$ cat src/rtl/prog_cntr_sel_unit.sv
// Fetch-stage program-counter source select with an integrated return-address stack.
// Picks the next PC by fixed priority (int > ret > call > branch > seq) and reports RAS errors.
module prog_cntr_sel_unit #(
  parameter int unsigned             ADDR_WIDTH   = 14,
  parameter int unsigned             RAS_DEPTH    = 4,
  parameter logic [ADDR_WIDTH-1:0]   RESET_VECTOR = '0
) (
  input  logic                               clock,
  input  logic                               reset,
  input  logic                               stall,
  input  logic                               branch_req,
  input  logic                               call_req,
  input  logic                               ret_req,
  input  logic                               int_req,
  input  logic [ADDR_WIDTH-1:0]              branch_target_addr,
  input  logic [ADDR_WIDTH-1:0]              int_branch_addr,
  input  logic                               err_clear,
  output logic [ADDR_WIDTH-1:0]              prog_cntr,
  output logic [ADDR_WIDTH-1:0]              next_prog_cntr,
  output logic [4:0]                         last_sel,
  output logic [$clog2(RAS_DEPTH+1)-1:0]     ras_count,
  output logic                               ras_overflow,
  output logic                               ras_underflow
);

  localparam int unsigned PTR_W = $clog2(RAS_DEPTH);
  localparam int unsigned CNT_W = $clog2(RAS_DEPTH + 1);

  localparam logic [4:0] SEL_SEQ = 5'b00001;
  localparam logic [4:0] SEL_BR  = 5'b00010;
  localparam logic [4:0] SEL_CAL = 5'b00100;
  localparam logic [4:0] SEL_RET = 5'b01000;
  localparam logic [4:0] SEL_INT = 5'b10000;

  logic [ADDR_WIDTH-1:0] r_pc;
  logic [4:0]            r_last_sel;
  logic [ADDR_WIDTH-1:0] r_ras [RAS_DEPTH];
  logic [PTR_W-1:0]      r_ptr;
  logic [CNT_W-1:0]      r_count;
  logic                  r_ovf;
  logic                  r_unf;

  logic [ADDR_WIDTH-1:0] w_pc_inc;
  logic [ADDR_WIDTH-1:0] w_ras_top;
  logic                  w_full;
  logic                  w_empty;
  logic [ADDR_WIDTH-1:0] w_pc_d;
  logic [4:0]            w_sel_d;
  logic                  w_push;
  logic                  w_pop;
  logic [ADDR_WIDTH-1:0] w_push_data;
  logic                  w_ovf_set;
  logic                  w_unf_set;
  logic [PTR_W-1:0]      w_ptr_d;
  logic [CNT_W-1:0]      w_count_d;

  assign w_pc_inc  = r_pc + ADDR_WIDTH'(1);
  assign w_full    = (r_count == CNT_W'(RAS_DEPTH));
  assign w_empty   = (r_count == '0);
  // r_ptr points at the next free slot, so the top lives one below it.
  assign w_ras_top = r_ras[r_ptr - PTR_W'(1)];

  // Priority select: one action per cycle, lower-priority requests dropped.
  always_comb begin
    w_pc_d      = w_pc_inc;
    w_sel_d     = SEL_SEQ;
    w_push      = 1'b0;
    w_pop       = 1'b0;
    w_push_data = r_pc;
    w_unf_set   = 1'b0;
    if (int_req) begin
      w_pc_d      = int_branch_addr;
      w_sel_d     = SEL_INT;
      w_push      = 1'b1;
      w_push_data = r_pc;
    end else if (ret_req) begin
      w_sel_d = SEL_RET;
      if (w_empty) begin
        w_unf_set = 1'b1;
      end else begin
        w_pc_d = w_ras_top;
        w_pop  = 1'b1;
      end
    end else if (call_req) begin
      w_pc_d      = branch_target_addr;
      w_sel_d     = SEL_CAL;
      w_push      = 1'b1;
      w_push_data = w_pc_inc;
    end else if (branch_req) begin
      w_pc_d  = branch_target_addr;
      w_sel_d = SEL_BR;
    end
  end

  assign w_ovf_set = w_push & w_full;

  // Circular stack: a push when full overwrites the oldest entry and the count saturates.
  always_comb begin
    w_ptr_d   = r_ptr;
    w_count_d = r_count;
    if (w_push) begin
      w_ptr_d = r_ptr + PTR_W'(1);
      if (!w_full) w_count_d = r_count + CNT_W'(1);
    end else if (w_pop) begin
      w_ptr_d   = r_ptr - PTR_W'(1);
      w_count_d = r_count - CNT_W'(1);
    end
  end

  always_ff @(posedge clock or posedge reset) begin
    if (reset) begin
      r_pc       <= RESET_VECTOR;
      r_last_sel <= SEL_SEQ;
      r_ptr      <= '0;
      r_count    <= '0;
    end else if (!stall) begin
      r_pc       <= w_pc_d;
      r_last_sel <= w_sel_d;
      r_ptr      <= w_ptr_d;
      r_count    <= w_count_d;
    end
  end

  // Stack storage needs no reset; validity is tracked by r_count.
  always_ff @(posedge clock) begin
    if (!reset && !stall && w_push) r_ras[r_ptr] <= w_push_data;
  end

  // Sticky flags: clear honoured even under stall, a same-cycle error wins.
  always_ff @(posedge clock or posedge reset) begin
    if (reset) begin
      r_ovf <= 1'b0;
      r_unf <= 1'b0;
    end else begin
      r_ovf <= (r_ovf & ~err_clear) | (w_ovf_set & ~stall);
      r_unf <= (r_unf & ~err_clear) | (w_unf_set & ~stall);
    end
  end

  assign prog_cntr      = r_pc;
  assign next_prog_cntr = w_pc_inc;
  assign last_sel       = r_last_sel;
  assign ras_count      = r_count;
  assign ras_overflow   = r_ovf;
  assign ras_underflow  = r_unf;

endmodule

$ cat config.mk
export PLATFORM = sky130hd
export DESIGN_NAME = prog_cntr_sel_unit
export DESIGN_NICKNAME = d
export VERILOG_FILES = /design/src/rtl/prog_cntr_sel_unit.sv
export SDC_FILE = /design/constraint.sdc
export NUM_CORES = 1
export LEC_CHECK = 0
export BUFFER_PORTS_ARGS = -buffer_cell sky130_fd_sc_hd__buf_2
export CAP_MARGIN = 20
export CORE_ASPECT_RATIO = 0.75
export CORE_MARGIN = 2
export CORE_UTILIZATION = 62
export CTS_BUF_LIST = sky130_fd_sc_hd__clkbuf_8
export DETAILED_ROUTE_END_ITERATION = 10
export MAX_ROUTING_LAYER = met4
export PLACE_DENSITY = 0.9
export SYNTH_ARGS = -nofsm -noshare
export SYNTH_HDL_FRONTEND = slang
export SYNTH_SLANG_ARGS = --single-unit
$ cat constraint.sdc
create_clock -name clock -period 7.7 [get_ports clock]
set_clock_uncertainty 0.1 [all_clocks]
set_input_delay 1.54 -clock clock [delete_from_list [all_inputs] [get_ports clock]]
set_output_delay 1.54 -clock clock [all_outputs]
set_load 0.03 [all_outputs]
* Word-level counts from Yosys, hierarchy flattened
Memory sizes are Yosys's and may differ from the RTL's.
Index checks and enable logic that the tools add are counted.
** Storage, ports and cells
- Flip-flop bits (word level) :: 26
- Memory bits (writable) :: 56
- Output and inout port bits :: 38
- Word-level logic and storage cells :: 59
- Memories kept :: 1
** Memories
- r_ras :: words 4, width 14, read ports 1, clocked after Yosys merged registers in 0, wr ports 1, RTL line 37 : logic [ADDR_WIDTH-1:0] r_ras [RAS_DEPTH];
** Cells by class
- $add $sub $neg :: 5
- Equal/unequal tests :: 2
- Multiplexer cells :: 28
- Bitwise logic cells :: 9
- Reductions and logical operators :: 8
** Operators by type and width (number)
- $mux W14 :: 8
- $add A14 B1 Y14 const B :: 1
- $mux W3 :: 4
- $mux W1 :: 11
- $mux W2 :: 3
- $and A1 B1 Y1 :: 5
- $mux W5 :: 1
- $mux W4 :: 1
- $add A3 B1 Y3 const B :: 1
- $eq A3 B3 Y1 const B :: 1
- $logic_not A3 Y1 :: 1
- $reduce_and A3 Y1 :: 1
- $sub A3 B1 Y3 const B :: 1
- $add A2 B1 Y2 const B :: 1
- $logic_and A1 B1 Y1 :: 2
- $logic_not A1 Y1 :: 2
- $ne A2 B2 Y1 const B :: 1
- $not A1 Y1 :: 2
- $or A1 B1 Y1 :: 2
- $reduce_and A2 Y1 :: 1
- $reduce_bool A2 Y1 :: 1
- $sub A2 B1 Y2 const B :: 1

* Logic depth before layout (Yosys ltp)
Gate-level depths: netlist of the first run.
- Depth in word-level cells :: 6
- Gate-level depth with buffers :: 11
- Depth with buffers taken out :: 7

* Least setup slack after synthesis of the first run
No wires, ideal clock.
- Path kind :: input to register
- Start :: input port ret_req
- End :: memory r_ras[0][0] (enable)
- Setup time :: 0.427 ns
- Data arrival time :: 3.524 ns
- Path slack :: 3.649 ns
- Stages on the path :: 4
- Path buffers :: 1
- Cell sequence :: buf_2 > clkinv_1 > a21oi_2 > nor4b_1
** On the way
- Word-level cells in the longest chain between the ends :: 5
** RTL lines
- start: declaration :: RTL line 13 : input logic ret_req,
- $mux W1 :: RTL line 76 : end else if (ret_req) begin
- $mux W1 :: RTL line 71 : if (int_req) begin
- $logic_and A1 B1 Y1 :: RTL line 126 : if (!reset && !stall && w_push) r_ras[r_ptr] <= w_push_data;
- $mux W1 :: RTL line 126
- $mux W1 (not written as such) :: RTL line 126
- end: declaration :: RTL line 37
Every way passes these cells.

* Final worst setup path of the first run
- Start :: register r_pc[0] (netlist: prog_cntr[0])
- End :: output port next_prog_cntr[8]
** On the way
- Word-level cells in the longest chain between the ends :: 1
** RTL lines
- start: declaration :: RTL line 35 : logic [ADDR_WIDTH-1:0] r_pc;
- start signal: assignment :: RTL line 117 : r_pc <= w_pc_d;
- $add A14 B1 Y14 :: RTL line 57 : assign w_pc_inc = r_pc + ADDR_WIDTH'(1);
- end: declaration :: RTL line 19 : output logic [ADDR_WIDTH-1:0] next_prog_cntr,
Every way passes these cells.

==> flow_summary_export.csv, run 1 <==
group,metric,value,unit
routing,vias_per_cell,6.72,
clock_network,clockBufferDepth,2,
finish,final_core_util,0.758,
clock_network,post_cts.resized_instances,0,
grt,globalRoute.totalOverflow,0,
sta,timing.hold.ws,396,ps
floorplanning,die-height,74.5,um
clock_network,postCtsSetupRepairBufs,0,
yosys,synth_commonest_cells,"edfxtp_1, nand2_1, dfrtp_1",
clock_network,clk-insertion-delay-late,360,ps
finish,layout-drive-gt1-share,0.302,
routing,drc,0,
critical_path,cp_data_arrival_time,2320,ps
clock_network,cts_hold_buf,0,
grt,grt_pass1_wl,16.4,mm
clock_network,clkSinkCount,82,
clock_network,cts-buffers-inserted,9,
yosys,synth_top_area_cell,"edfxtp_1",
yosys,post-synth-top-area-fraction,0.410,
sta,fin_crit_sh,0.514,
grt,grt_max_degree,27,
yosys,synthTopCellsByArea,"edfxtp_1, dfrtp_1, mux4_2",
sta,fin_tns_setup,0,ps
placement,hpwlAfterDp,7.44,mm
sta,final_min_period,3960,ps
sta,achievable-frequency,253,MHz
routing,dr.first_iter.drc_count,591,
sta,grt_setup_unrepaired,"false",
sta,timing.slew.headroom,0.434,
clock_network,clk_root_buffer_cell,"clkbuf_8",
yosys,synth_area,0.00410,sq mm
finish,num_antenna_cells,0,
floorplanning,io_pins,74,
clock_network,clk_pin_slew,90,ps
routing,num_vias,3300,
yosys,synthesis.instances,332,
finish,areaGrowthSynthToFinish,17.4,%
clock_network,htree_levels,3,
critical_path,r2r_setup_slack,4770,ps
critical_path,cp-start-kind,"flip-flop",
floorplanning,die_width,97.9,um
run_status,run_status,"completed",
sta,report.final.setup_viol,0,
yosys,synth.ff_latch_count,82,
floorplanning,placement_rows,25,
worst_hold_path,hold_class,"reg2reg",
routing,drt_wl_total,11.0,mm
yosys,sequential_fraction_of_the_synthesis_area,0.569,
floorplanning,area_of_the_die,0.00729,sq mm
pwr,worst_ir_drop_vdd,0.179,mV
routing,ant_nets,0,
finish,postLayoutCellArea,0.00481,sq mm
yosys,synthesis.nets,374,
critical_path,endpoint_kind,"primary output",
sta,final-max-slew-violation-count,0,
yosys,dominantRegCellSynth,"edfxtp_1",
finish,fill_cells,418,
critical_path,worst-endpoint-required,6060,ps
yosys,synth_async_sr_flop_share,0.317,
yosys,post_synth.cell_area_avg,12.4,sq um
clock_network,clock_tree_from_tritoncts,"built",
grt,number_of_global_route_vias_before_repair,3031,
placement,placement.setup.worst_slack,3670,ps
sta,timing_hold_violations_final,0,
yosys,synthesis.yosys.warnings,0,
routing,wire_per_inst,22.4,um
yosys,synth-edff-count,56,
routing,dr.pass1.iters,7,
grt,antenna_found_initial,0,
pwr,p_per_area,329,mW/mm^2
placement,gp_congestion,0.891,
placement,numPortBuffers,73,
critical_path,timing.setup.critical_path_class,"reg2out",
grt,globalRouteTotalUtil,0.318,
floorplanning,core,0.00635,sq mm
yosys,netlist-cell-type-count,56,
sta,tightestPinTransition,845,ps
pwr,static-leakage-power,0.00185,uW
sta,fin_ws,3740,ps
placement,placed_cell_area,0.00455,sq mm
critical_path,path_max_fanout,7,
yosys,most_numerous_cell_in_the_yosys_netlist,"edfxtp_1",
flow_run,cap_violations,0,
finish,finish.net_count,447,
floorplanning,initial_utilization,0.646,
## power breakdown
part           leakage (uW)  switching (uW)  total, uW  internal [uW]
logic              0.000934             378        625            247
registers          0.000809            80.3        626            545
clock network      0.000105             154        333            179
total               0.00185             612       1580            972
## cell families after synthesis
logic type / after synthesis / synth area share
flip-flops: 82 / 0.569
adder cells (fa/ha/maj): 6 / 0.0201
AND/OR/NAND/NOR: 94 / 0.117
XOR/XNOR: 26 / 0.0555
buffers and inverters: 34 / 0.0326
AO/OA/AOI/OAI: 73 / 0.121
multiplexers: 17 / 0.0842
## critical path: stages, from the launching register on
cell	delay, ps
dfrtp_1	500
ha_1	270
nand4_1	300
or2_2	440
xnor2_1	210
buf_2	240
## worst paths after layout
kind,depth (start not counted),from,endpoint
max in group asynchronous,3,reset,last_sel[0]
min,2,last_sel[2],last_sel[2]
max reg2reg,6,r_ptr[0],prog_cntr[0]
max,5,prog_cntr[0],next_prog_cntr[8]
min in group asynchronous,2,reset,r_ptr[1]
min reg2reg,2,last_sel[2],last_sel[2]
## registers in the layout, summed over array words and instances, names as in the netlist
name	cells
r_ras	56
ras_count	3
r_ptr	2
prog_cntr	14
ras_overflow	1
last_sel	5
ras_underflow	1
## placed cells by master (no fill, tap or decap), drive strengths merged, types with 2 or more instances in the layout
cell type and count:
a21oi 14, a221oi 3, a31oi 6, a32oi 5, and3 3, buf 80
bufinv 2, clkbuf 10, clkinv 2, clkinvlp 2, dfrtp 25, edfxtp 56
ha 5, inv 16, mux2i 3, mux4 14, nand2 29, nand2b 2
nand3 8, nand4 3, nor2 21, nor3 8, nor4b 5, o211ai 4
o21ai 16, o221a 2, o221ai 2, o22ai 7, or2 3, or3 6
xnor2 17, xor2 9
## cell type report
| type | instances | area [sq um] | area share |
|---|---|---|---|
| inverter | 15 | 56.3 | 0.0117 |
| sequential | 82 | 2330 | 0.485 |
| clock inverter | 7 | 86.3 | 0.0179 |
| timing repair buffer | 81 | 453 | 0.0941 |
| tap | 81 | 101 | 0.0210 |
| clock buffer | 9 | 124 | 0.0257 |
| multi-input combinational | 216 | 1660 | 0.345 |
## metal layers
layer | track usage | wire (um)
met4 | 0.0910 | 214
met3 | 0.0799 | 1290
met5 | - | 0
met2 | 0.479 | 5180
met1 | 0.439 | 4320
## stage by stage
stage                     instances  power (uW)
final                           491        1580
after global routing            491        1650
after CTS                       488        1570
after detailed placement        472        1240
after global placement          472        1210
after floorplan                 332        1050
Power figures use the tool's default switching activity.
==> run 2: changes to the inputs <==
ABC_AREA = 1   (was unset)
CORE_UTILIZATION = 53   (was 62)
PLACE_DENSITY = 0.82   (was 0.9)
clock period = 3.5 ns   (was 7.7 ns; I/O delays follow)
==> run 2 against run 1 <==
Compared with the run above: via count grew 23%; critical path type unchanged; critical endpoint is now next_prog_cntr[12]; sequential power grew 110%; setup slack lost 3200 ps; highest routed layer unchanged; clock power grew 140%; design area grew 8.1%; largest cell class unchanged; largest power group is now combinational cells; die area grew 28%.
==> flow_summary_export.csv, run 2 <==
group,metric,value,unit
pwr,p_comb_frac,0.438,
finish,largest_register_ffs,56,
pwr,swShare,0.429,
clock_network,postCtsSetupRepairBufs,0,
clock_network,clk_pin_slew,80,ps
grt,antenna_found_initial,0,
floorplanning,core,0.00838,sq mm
finish,areaGrowthSynthToFinish,14.8,%
sta,final_min_period,2920,ps
critical_path,critical_path.reg2reg.endpoint,"prog_cntr[4]",
clock_network,clockBufferDepth,2,
finish,final_core_util,0.621,
grt,grt_pass1_wl,19.4,mm
sta,fin_crit_sh,0.835,
yosys,post-synth-top-area-fraction,0.371,
clock_network,clk_root_buffer_cell,"clkbuf_8",
grt,globalRouteTotalUtil,0.273,
critical_path,max_stage_delay,550,ps
routing,num_vias,4051,
critical_path,timing.reg2reg.worst_path_depth,10,
clock_network,clock_tree_from_tritoncts,"built",
critical_path,worst-endpoint-required,2700,ps
yosys,synth_area,0.00453,sq mm
routing,ant_nets,0,
finish,most_frequent_cells_in_the_layout,"nand2_1, buf_2, nor2_1, nand3_1, edfxtp_1",
pwr,worst_ir_drop_vdd,0.520,mV
yosys,synthTopCellsByArea,"edfxtp_1, dfrtp_1, nand2_1",
yosys,synth_fa_ha_area_frac,0.0182,
pwr,sequentialPowerShare,0.349,
placement,placed_cell_area,0.00497,sq mm
finish,finish.net_count,650,
yosys,synthesis.nets,581,
pwr,static-leakage-power,0.00236,uW
critical_path,crit-reg2reg-launch,"r_ptr[0]",
flow_run,cap_violations,0,
yosys,synth_commonest_cells,"nand2_1, nor2_1, nand3_1",
critical_path,cp-start-kind,"flip-flop",
sta,tightestPinTransition,668,ps
floorplanning,io_pins,74,
floorplanning,area_of_the_die,0.00932,sq mm
finish,ff_latch_area,0.00233,sq mm
sta,final-max-slew-violation-count,0,
placement,hpwlAfterDp,8.23,mm
clock_network,cts_hold_buf,0,
pwr,power.switching,1630,uW
finish,largest-register,"r_ras",
grt,number_of_global_route_vias_before_repair,3986,
pwr,clock_power_share,0.213,
critical_path,endpoint_kind,"primary output",
sta,timing_hold_violations_final,0,
yosys,synth_async_sr_flop_share,0.317,
clock_network,htree_levels,3,
clock_network,clk-insertion-delay-late,370,ps
floorplanning,die_width,111,um
run_status,run_status,"completed",
grt,grt_max_degree,34,
placement,gp_congestion,0.988,
yosys,post_synth_mux_area_share,0,
sta,fin_tns_setup,0,ps
yosys,post_synth.cell_area_avg,8.41,sq um
clock_network,post_cts.resized_instances,0,
pwr,intPower,2170,uW
finish,most_common_cell_after_layout_fill_and_taps_aside,"nand2_1",
grt,globalRoute.totalOverflow,0,
yosys,synth-edff-count,56,
yosys,synth_top_family_by_area,"simple AND/OR/NAND/NOR gates",
routing,vias_per_cell,5.62,
pwr,p_per_area,730,mW/mm^2
critical_path,cp_cell_sequence,"ha_1 -> nand2_1 -> nor2_2 -> nand4_1 -> nand2_1 -> buf_2",
finish,num_antenna_cells,0,
routing,drt_wl_total,11.9,mm
critical_path,path_max_fanout,8,
sta,grt_setup_unrepaired,"false",
worst_hold_path,hold_class,"in2async",
critical_path,r2r_setup_slack,1150,ps
placement,numPortBuffers,73,
yosys,most_numerous_cell_in_the_yosys_netlist,"nand2_1",
floorplanning,placement_rows,29,
critical_path,timing.setup.critical_path_class,"reg2out",
floorplanning,die-height,84.1,um
yosys,synth.ff_latch_count,82,
routing,dr.pass1.iters,7,
routing,drc,0,
sta,timing.slew.headroom,0.550,
yosys,netlist-cell-type-count,35,
yosys,synthesis.instances,539,
yosys,sequential_fraction_of_the_synthesis_area,0.515,
finish,fill_cells,710,
clock_network,cts-buffers-inserted,9,
sta,report.final.setup_viol,0,
yosys,synth_compound_area_frac,0.0850,
yosys,synth-xor-area-share,0.0212,
yosys,synth_top_area_cell,"edfxtp_1",
floorplanning,initial_utilization,0.541,
yosys,dominantRegCellSynth,"edfxtp_1",
yosys,synthesis.yosys.warnings,0,
sta,achievable-frequency,342,MHz
critical_path,cp_data_arrival_time,2120,ps
finish,area_of_combinational_cells_with_multiple_inputs,0.00186,sq mm
critical_path,critical_path.slowest_cell,"dfrtp_1",
yosys,synthSimpleGateAreaFrac,0.286,
routing,wire_per_inst,16.5,um
clock_network,clkSinkCount,82,
routing,dr.first_iter.drc_count,373,
finish,postLayoutCellArea,0.00521,sq mm
finish,layout-drive-gt1-share,0.207,
critical_path,cpMostUsedCell,"nand2_1",
==> run 2: cell families (layout without fill, tap and decap cells) <==
logic type               Yosys count  count (layout)
AND/OR/NAND/NOR                  292             292
flip-flops                        82              82
buffers and inverters             79             153
AO/OA/AOI/OAI                     69              69
XOR/XNOR                          11              11
adder cells (fa/ha/maj)            6               6
==> run 2: layout make-up <==
class	count	share of cell area
sequential	82	0.448
timing repair buffer	82	0.0832
inverter	55	0.0406
multi-input combinational	378	0.357
clock inverter	7	0.0211
clock buffer	9	0.0238
tap	108	0.0260
==> run 2: through the flow <==
stage	worst slack, ps	hold WS (ps)	power (uW)	cells
2_1_floorplan	843	437	2550	539
3_3_place_gp	1000	365	2930	705
3_5_place_dp	944	371	2970	705
4_1_cts	615	294	3790	721
5_1_grt	404	332	4040	721
6_report	578	294	3800	721
==> run 2: power by group through the flow <==
| stage | Combinational, uW | Sequential [uW] | Clock, uW |
|---|---|---|---|
| floorplan | 1120 | 1430 | 0 |
| global placement | 1590 | 1340 | 0 |
| detailed placement | 1630 | 1340 | 0 |
| CTS | 1650 | 1320 | 821 |
| global route | 1850 | 1340 | 855 |
| finish | 1660 | 1330 | 810 |
==> run 2: worst max path at each step <==
stage                                     to  depth (start not counted)  slack [ps]    startpoint
after floorplan                  r_ras[0][0]                          3         840         reset
after global placement           r_ras[1][9]                          6        1000       ret_req
after detailed placement         r_ras[0][9]                          6         940       ret_req
after CTS                 next_prog_cntr[12]                          6         620  prog_cntr[0]
after global routing      next_prog_cntr[12]                          6         400  prog_cntr[0]
final                     next_prog_cntr[12]                          6         580  prog_cntr[0]
==> run 2: worst max-delay path, delay by kind of cell (launching register included) <==
| family | cells | cell delay, ps |
|---|---|---|
| simple gates | 4 | 720 |
| fa+ha+maj | 1 | 280 |
| flops | 1 | 550 |
| buf+inv | 1 | 200 |
==> run 2: layer usage <==
layer	share of wire	up-vias	GRT usage
li1	-	1896	-
met1	0.42	1888	0.359
met2	0.47	234	0.428
met3	0.090	33	0.0581
met4	0.020	0	0.0920
met5	0	-	-
==> run 3: changes to the inputs <==
clock period = 2.45 ns   (was 3.5 ns; I/O delays follow)
==> run 3 against run 2 <==
Compared with the run above: cell count rose by 1.4%; critical path depth rose by 1; sequential share of layout area fell by 0.49 points; sequential cell count did not move; count of clock-buffer cells in the layout did not move; non-clock buffer count rose by 10; largest cell class unchanged; global-route usage fell by 0.50 points; sequential power rose by 43%; core utilization rose by 0.82 points; via count fell by 1.5%.
==> flow_summary_export.csv, run 3 (synthesis gave the netlist of run 2 again) <==
group,metric,value,unit
run_status,run_status,"completed",
finish,num_antenna_cells,0,
finish,most_frequent_cells_in_the_layout,"nand2_1, buf_2, nor2_1, nand3_1, edfxtp_1",
finish,layout-drive-gt1-share,0.233,
floorplanning,io_pins,74,
floorplanning,initial_utilization,0.541,
pwr,p_per_area,1020,mW/mm^2
critical_path,cp-start-kind,"flip-flop",
finish,finish.net_count,660,
worst_hold_path,hold_class,"in2async",
routing,dr.first_iter.drc_count,351,
clock_network,htree_levels,3,
grt,globalRoute.totalOverflow,0,
flow_run,cap_violations,0,
sta,grt_setup_unrepaired,"false",
routing,ant_nets,0,
placement,numPortBuffers,73,
placement,placed_cell_area,0.00502,sq mm
sta,fin_tns_setup,0,ps
floorplanning,placement_rows,29,
routing,vias_per_cell,5.46,
critical_path,cp_data_arrival_time,1750,ps
routing,num_vias,3990,
finish,final_cell_count_no_fill,731,
floorplanning,die-height,84.1,um
clock_network,clk_root_buffer_cell,"clkbuf_8",
grt,grt_pass1_wl,19.0,mm
grt,globalRouteTotalUtil,0.268,
clock_network,clockBufferDepth,2,
critical_path,path_max_fanout,8,
floorplanning,die_width,111,um
sta,timing.hold.ws,109,ps
finish,areaGrowthSynthToFinish,16.3,%
pwr,static-leakage-power,0.00238,uW
sta,final-max-slew-violation-count,0,
critical_path,endpoint_kind,"primary output",
grt,grt_max_degree,34,
finish,largest_register_ffs,56,
placement,gp_congestion,0.938,
floorplanning,area_of_the_die,0.00932,sq mm
pwr,worst_ir_drop_vdd,0.925,mV
clock_network,cts_hold_buf,0,
clock_network,clk_pin_slew,90,ps
routing,drt_wl_total,11.7,mm
sta,final_min_period,2340,ps
clock_network,clkSinkCount,82,
clock_network,clk-insertion-delay-late,370,ps
finish,fill_cells,694,
grt,number_of_global_route_vias_before_repair,3777,
grt,antenna_found_initial,0,
placement,hpwlAfterDp,8.10,mm
sta,report.final.setup_viol,0,
clock_network,cts-buffers-inserted,9,
routing,wire_per_inst,16.0,um
sta,timing_hold_violations_final,0,
critical_path,worst-endpoint-required,1860,ps
finish,postLayoutCellArea,0.00528,sq mm
finish,largest-register,"r_ras",
sta,tightestPinTransition,607,ps
routing,dr.pass1.iters,6,
clock_network,clock_tree_from_tritoncts,"built",
critical_path,timing.setup.critical_path_class,"reg2out",
floorplanning,core,0.00838,sq mm
sta,fin_crit_sh,0.956,
sta,achievable-frequency,427,MHz
sta,timing.slew.headroom,0.591,
finish,most_common_cell_after_layout_fill_and_taps_aside,"nand2_1",
routing,drc,0,
placement,placedCellCount,711,
-- run 3: worst paths after layout --
kind	start	endpoint	slack, ps	cells after the start
worst max-delay path	prog_cntr[2]	next_prog_cntr[9]	110	7
worst min-delay path	reset	prog_cntr[8]	110	3
worst max register to register	prog_cntr[2]	r_ras[3][9]	450	6
worst min register to register	last_sel[2]	last_sel[2]	390	2
max in group asynchronous	reset	last_sel[0]	1830	3
min in group clock	err_clear	ras_overflow	210	2
-- run 3: per-layer routing --
metal	global-route usage	up-vias	wire length [um]
li1	-	1916	-
met1	0.355	1860	4980
met2	0.431	193	5610
met3	0.0537	21	964
met4	0.0670	0	169
met5	-	-	0
-- run 3: report_power, final --
group          internal (uW)  switching, uW
clock                    478            536
sequential              1720            181
combinational            774           1690
total                   2970           2410
-- run 3: final cells by class --
type | count | area [sq um] | share of cell area
clock buffer | 9 | 124 | 0.0235
clock inverter | 7 | 76.3 | 0.0145
inverter | 55 | 211 | 0.0401
multi-input combinational | 378 | 1880 | 0.356
sequential | 82 | 2340 | 0.443
tap | 108 | 135 | 0.0256
timing repair buffer | 92 | 510 | 0.0968
-- run 3: timing repair --
action | 4_1_cts | 5_1_grt
endpoints found under the setup margin | 5 | 6
buffers inserted | 0 | 4
pin swaps | 0 | 2
gates resized for setup | 2 | 8
-- run 3: critical path, stage by stage (launching register included) --
cell and delay (ps):
dfrtp_1 510, nand2_1 150, nor2_4 180, nand3_1 100, nand2_1 60, nand2_1 120
inv_1 70, buf_2 190
-- run 3: metrics by stage --
stage | power (uW) | util | worst slack, ps
4_1_cts | 5350 | 0.623 | 10.0
5_1_grt | 5740 | 0.629 | 12.9
3_3_place_gp | 4250 | 0.599 | 342
6_report | 5380 | 0.629 | 109
3_5_place_dp | 4340 | 0.599 | 291
2_1_floorplan | 3650 | - | 2.78
